**src/rtl/demux1_4_stream.sv**
```systemverilog
// 1-to-4 stream demultiplexer with one holding slot per output channel.
// The selected slot loads on an input transfer and drains through its own valid/ready handshake.
module demux1_4_stream #(
    parameter int WIDTH = 8
) (
    input  logic               clk,
    input  logic               rst,
    input  logic [WIDTH-1:0]   in_data,
    input  logic               in_valid,
    input  logic [1:0]         select,
    output logic               in_ready,
    output logic [4*WIDTH-1:0] out_data,
    output logic [3:0]         out_valid,
    input  logic [3:0]         out_ready,
    output logic [2:0]         occupancy
);

    typedef enum logic {
        EMPTY = 1'b0,
        FULL  = 1'b1
    } slot_state_t;

    slot_state_t      state     [4];
    logic [WIDTH-1:0] slot_data [4];

    logic       in_xfer;
    logic [3:0] load;
    logic [3:0] take;
    logic [3:0] full_next;
    logic [2:0] occ_next;

    // A full slot can still accept if its sink drains it on the same edge.
    always_comb begin
        in_ready = (state[select] == EMPTY) || out_ready[select];
    end

    assign in_xfer = in_valid && in_ready;

    always_comb begin
        // NOTE: every output of this block gets a default first so no latch is inferred.
        load      = '0;
        take      = '0;
        full_next = '0;
        occ_next  = '0;
        for (int i = 0; i < 4; i++) begin
            load[i]      = in_xfer && (select == 2'(i));
            take[i]      = (state[i] == FULL) && out_ready[i];
            full_next[i] = load[i] || ((state[i] == FULL) && !take[i]);
            occ_next     = occ_next + 3'(full_next[i]);
        end
    end

    always_ff @(posedge clk or posedge rst) begin
        if (rst) begin
            // NOTE: the data slots are reset as well, since out_data must read zero during reset.
            for (int i = 0; i < 4; i++) begin
                state[i]     <= EMPTY;
                slot_data[i] <= '0;
            end
            occupancy <= '0;
        end else begin
            // NOTE: non-blocking assignments so every slot updates from the same pre-edge state.
            for (int i = 0; i < 4; i++) begin
                if (load[i]) begin
                    state[i]     <= FULL;
                    slot_data[i] <= in_data;
                end else if (take[i]) begin
                    state[i]     <= EMPTY;
                end
            end
            occupancy <= occ_next;
        end
    end

    always_comb begin
        out_valid = '0;
        out_data  = '0;
        for (int i = 0; i < 4; i++) begin
            out_valid[i]                = (state[i] == FULL);
            out_data[i*WIDTH +: WIDTH]  = slot_data[i];
        end
    end

endmodule

```
**config.mk**
```make
export PLATFORM = sky130hd
export DESIGN_NAME = demux1_4_stream
export DESIGN_NICKNAME = d
export VERILOG_FILES = /design/src/rtl/demux1_4_stream.sv
export SDC_FILE = /design/constraint.sdc
export NUM_CORES = 1
export LEC_CHECK = 0
export CORE_ASPECT_RATIO = 0.8
export CORE_UTILIZATION = 45
export DETAILED_ROUTE_END_ITERATION = 12
export PLACE_DENSITY_LB_ADDON = 0.25
export SLEW_MARGIN = 20
export SYNTH_ARGS = -nofsm -noshare
export SYNTH_HDL_FRONTEND = slang
export SYNTH_SLANG_ARGS = --single-unit
```
**constraint.sdc**
```tcl
create_clock -name clk -period 5.36 [get_ports clk]
set_input_delay 1.072 -clock clk [delete_from_list [all_inputs] [get_ports clk]]
set_output_delay 1.072 -clock clk [all_outputs]
set_load 0.05 [all_outputs]
```
# After elaboration in Yosys (flattened, before gate mapping)
# Cells that the tools add are included.
# classes
eq_ne	3
magnitude_cmp	2
addsub	3
bitwise_logic	2
reduce_logical	27
n_mux	13
# ops
op	count
logical AND 1 bit	13
2-to-1 mux 1 bit	11
nonzero test 2 bit	4
logical OR 1 bit	5
binary-select mux 1 bit (select 2 bit)	2
== test 2 bit (second input constant)	2
zero test 1 bit	4
adder 2 x 1 -> 3 bit	1
adder 3 x 1 -> 3 bit	1
greater-or-equal comparator 3 bit (second input constant)	1
less-than comparator 2 x 3 -> 1 bit (second input constant)	1
NOT 2 -> 3 bit	1
adder 1 x 1 -> 2 bit	1
== test 2 x 1 -> 1 bit (second input constant)	1
zero test 2 bit	1
NOT 1 bit	1
# word_totals
register_bits	39
elab_cells	59
inputBits	17

# Logic depth before layout (Yosys ltp)
# depth
depth_word	12
depth_mapped	7

# Worst setup path before layout
# Ideal clock, no wire load.
# synth_path
path_type	input -> output
from	input out_ready[3]
to	output in_ready
slack_ns	2.412
required_time_ns	4.288
n_path_buf	0
path_stages	2
arrival_ns	1.876
path_cell_list	nand2b_1 > mux4_2
# synth_via
elab_chain_len	3
# synth_rtl
element	line	rtl
from (decl)	14	input logic [3:0] out_ready,
binary-select mux 1 bit (select 2 bit)	34	in_ready = (state[select] == EMPTY) || out_ready[select];
2-to-1 mux 1 bit (not written as such)	34	
logical OR 1 bit	34	
to (decl)	11	output logic in_ready,
# Every way passes these cells. The select of a mux whose other input is x is not followed.

# Final worst setup path
# layout_path
from	input out_ready[1]
to	output in_ready
# Same word-level chain as after synthesis.

==> metrics.cfg <==
[worst_setup_path]
critPathArrivalTime_ns = 2.85
criticalPathCategory = input port to output pin
required_ns = 4.29
critical_path.endpoint_type = output pin
path_max_fanout = 4
startpoint_type = input port

[logic_synthesis]
synth_area_per_cell_sq_um = 15.50
yosys.area.top_type = dfrtp_1
netlist_instances = 100
synth-seq-cells = 39
synth_fp_nets = 120
synth.area.top_cells = dfrtp_1 (63%), mux2_2 (23%), nand2_1 (1.9%)
synth.distinct_cells = 18
syn_area_sq_mm = 0.001550
synth_top_area_frac = 0.6295
yosysWarnings = 0
yosysSeqAreaShare = 0.6295

[timing]
finalHoldViolCount = 0
period_share = 0.7322
fin_ws_ns = 1.436
tns_ns = 0
worstMarginPinSlew_ns = 0.8206
slew_headroom = 0.4518
clock.fmax_mhz = 254.8
slew_violations = 0
fin_crit_ns = 3.924
rsz0062_at_grt = no
setup_viol = 0
clock_skew_ns = 0.002976
hold_ws_ns = 0.5088

[final_layout]
synthToLayoutAreaGrowth_pct = 44.63
final_nets = 180
fin_area_sq_mm = 0.002242
antenna_cells = 0
fillCellCount = 223
layout-drive-gt1-share = 0.2609

[global_route]
grt_overflow = 0
grt_start_max_net_pins = 21
antenna_found_initial = 0
grt_usage = 0.1908
grt_pass1_vias = 1006
grt_pass1_wl_microns = 4781

[cts]
cts_tree = done
cts_num_sinks = 39
cts_inserted_buffers = 5
clkTransAtPathRegs_ns = 0.07
clock_latency_ns = 0.28
cts-resized-gates = 0
cts_max_level = 2
cts_buffer_depth = 2
cts_setup_buffers = 0
hold_buffers = 0
root_buffer = clkbuf_8

[pwr]
p_leak_nw = 0.9774
peakVddDrop_mv = 0.2588
power.density_mw_per_mm2 = 448.5
p_total_w = 0.001006

[flow_run]
cap_violations = 0

[floorplanning]
die_w_microns = 67.62
dieArea_sq_mm = 0.003685
std_cell_rows = 18
die_h_microns = 54.50
core_sq_mm = 0.003176
initial_core_util = 0.4882
io_pins = 57

[placement]
io_buffers = 56
placed_cell_area_sq_mm = 0.002142
dp.final_hpwl_microns = 2383
pre_cts_ws_ns = 1.449
place_congestion = 0.8191

[routing]
ant_nets = 0
wl_per_cell_microns = 15.63
drtIter0Drc = 36
drcViolationCount = 0
wirelength_microns = 3142
drtPass1Iterations = 2
vias = 1001
avgViaCountPerCell = 4.980

[outcome]
status = completed

[min_path]
hp-class = register to register

==> cells in the mapped netlist <==
cell type  number
and2b_1         1
and3_1          1
buf_2           2
buf_6           1
clkbuf_2        1
dfrtp_1        39
fa_1            1
ha_1            2
inv_1           1
mux2_2         32
mux4_2          1
nand2_1         8
nand2b_1        4
nand3_1         1
nand3b_1        1
nor2b_1         1
nor3b_4         1
o21ai_0         2
==> metal layers <==
metal,vias to the layer above,track usage,part of all wire
met2,32,0.2954,0.49
li1,463,-,-
met5,-,0,0
met4,0,0.1028,0.018
met3,7,0.06458,0.058
met1,499,0.2369,0.43
==> placed cells by master, fill, tap and decap left out <==
cell,Yosys,final
nand3b_1,1,1
clkbuf_1,0,1
inv_1,1,1
nor2b_1,1,1
nand3_1,1,1
nand2b_1,4,4
clkdlybuf4s50_1,0,56
nand2_1,8,8
nor3b_4,1,1
o21ai_0,2,2
fa_1,1,1
clkbuf_8,0,7
mux4_2,1,1
ha_1,2,2
mux2_2,32,32
and3_1,1,1
dfrtp_1,39,39
and2b_1,1,1
buf_4,0,1
==> cell type report <==
type	instances	area, sq um	area share
clock buffers	8	100.1	0.04464
inverters	1	3.754	0.001674
well taps	40	50.05	0.02232
repair buffers	57	568.0	0.2533
flip-flops and latches	39	975.9	0.4353
multi-input cells	56	544.3	0.2427
==> worst max-delay path: stages <==
cell             delay [ns]
clkdlybuf4s50_1        0.40
nand2b_1               0.19
mux4_2                 0.47
clkdlybuf4s50_1        0.72
==> sequential cells by signal, summed over array words and instances, names as in the netlist <==
name,count
out_valid,4
out_data,32
occupancy,3
==> final timing paths <==
check                                         startpoint                       end  slack [ns]  cells past startpoint
min in group asynchronous                            rst   out_data[5]$_DFFE_PP0P_        1.21                      2
max in group asynchronous                            rst  out_data[28]$_DFFE_PP0P_        3.42                      3
worst min-delay path             out_data[4]$_DFFE_PP0P_   out_data[4]$_DFFE_PP0P_        0.51                      1
worst max-delay path                        out_ready[1]                  in_ready        1.44                      4
worst min register to register   out_data[4]$_DFFE_PP0P_   out_data[4]$_DFFE_PP0P_        0.51                      1
worst max register to register  out_valid[0]$_DFFE_PP0P_    occupancy[1]$_DFF_PP0_        3.13                      6
==> power breakdown <==
group	internal (W)	switching (W)	total [W]
registers	0.000351	0.0000296	0.000381
logic	0.000151	0.000266	0.000417
clock network	0.000117	0.0000904	0.000208
==> through the flow <==
step | instances | util
final | 201 | 0.7061
after global routing | 201 | 0.7061
after CTS | 201 | 0.7061
after detailed placement | 193 | 0.6745
after global placement | 193 | 0.6745
after floorplan | 100 | -
==> cells by family after synthesis <==
logic type,after synthesis,synth area share
buf+inv,5,0.01936
simple gates,18,0.06861
flops,39,0.6295
compound gates,2,0.006457
mux,33,0.2470
fa+ha+maj,3,0.02905
Note: power is estimated with default switching activity, not from simulation.
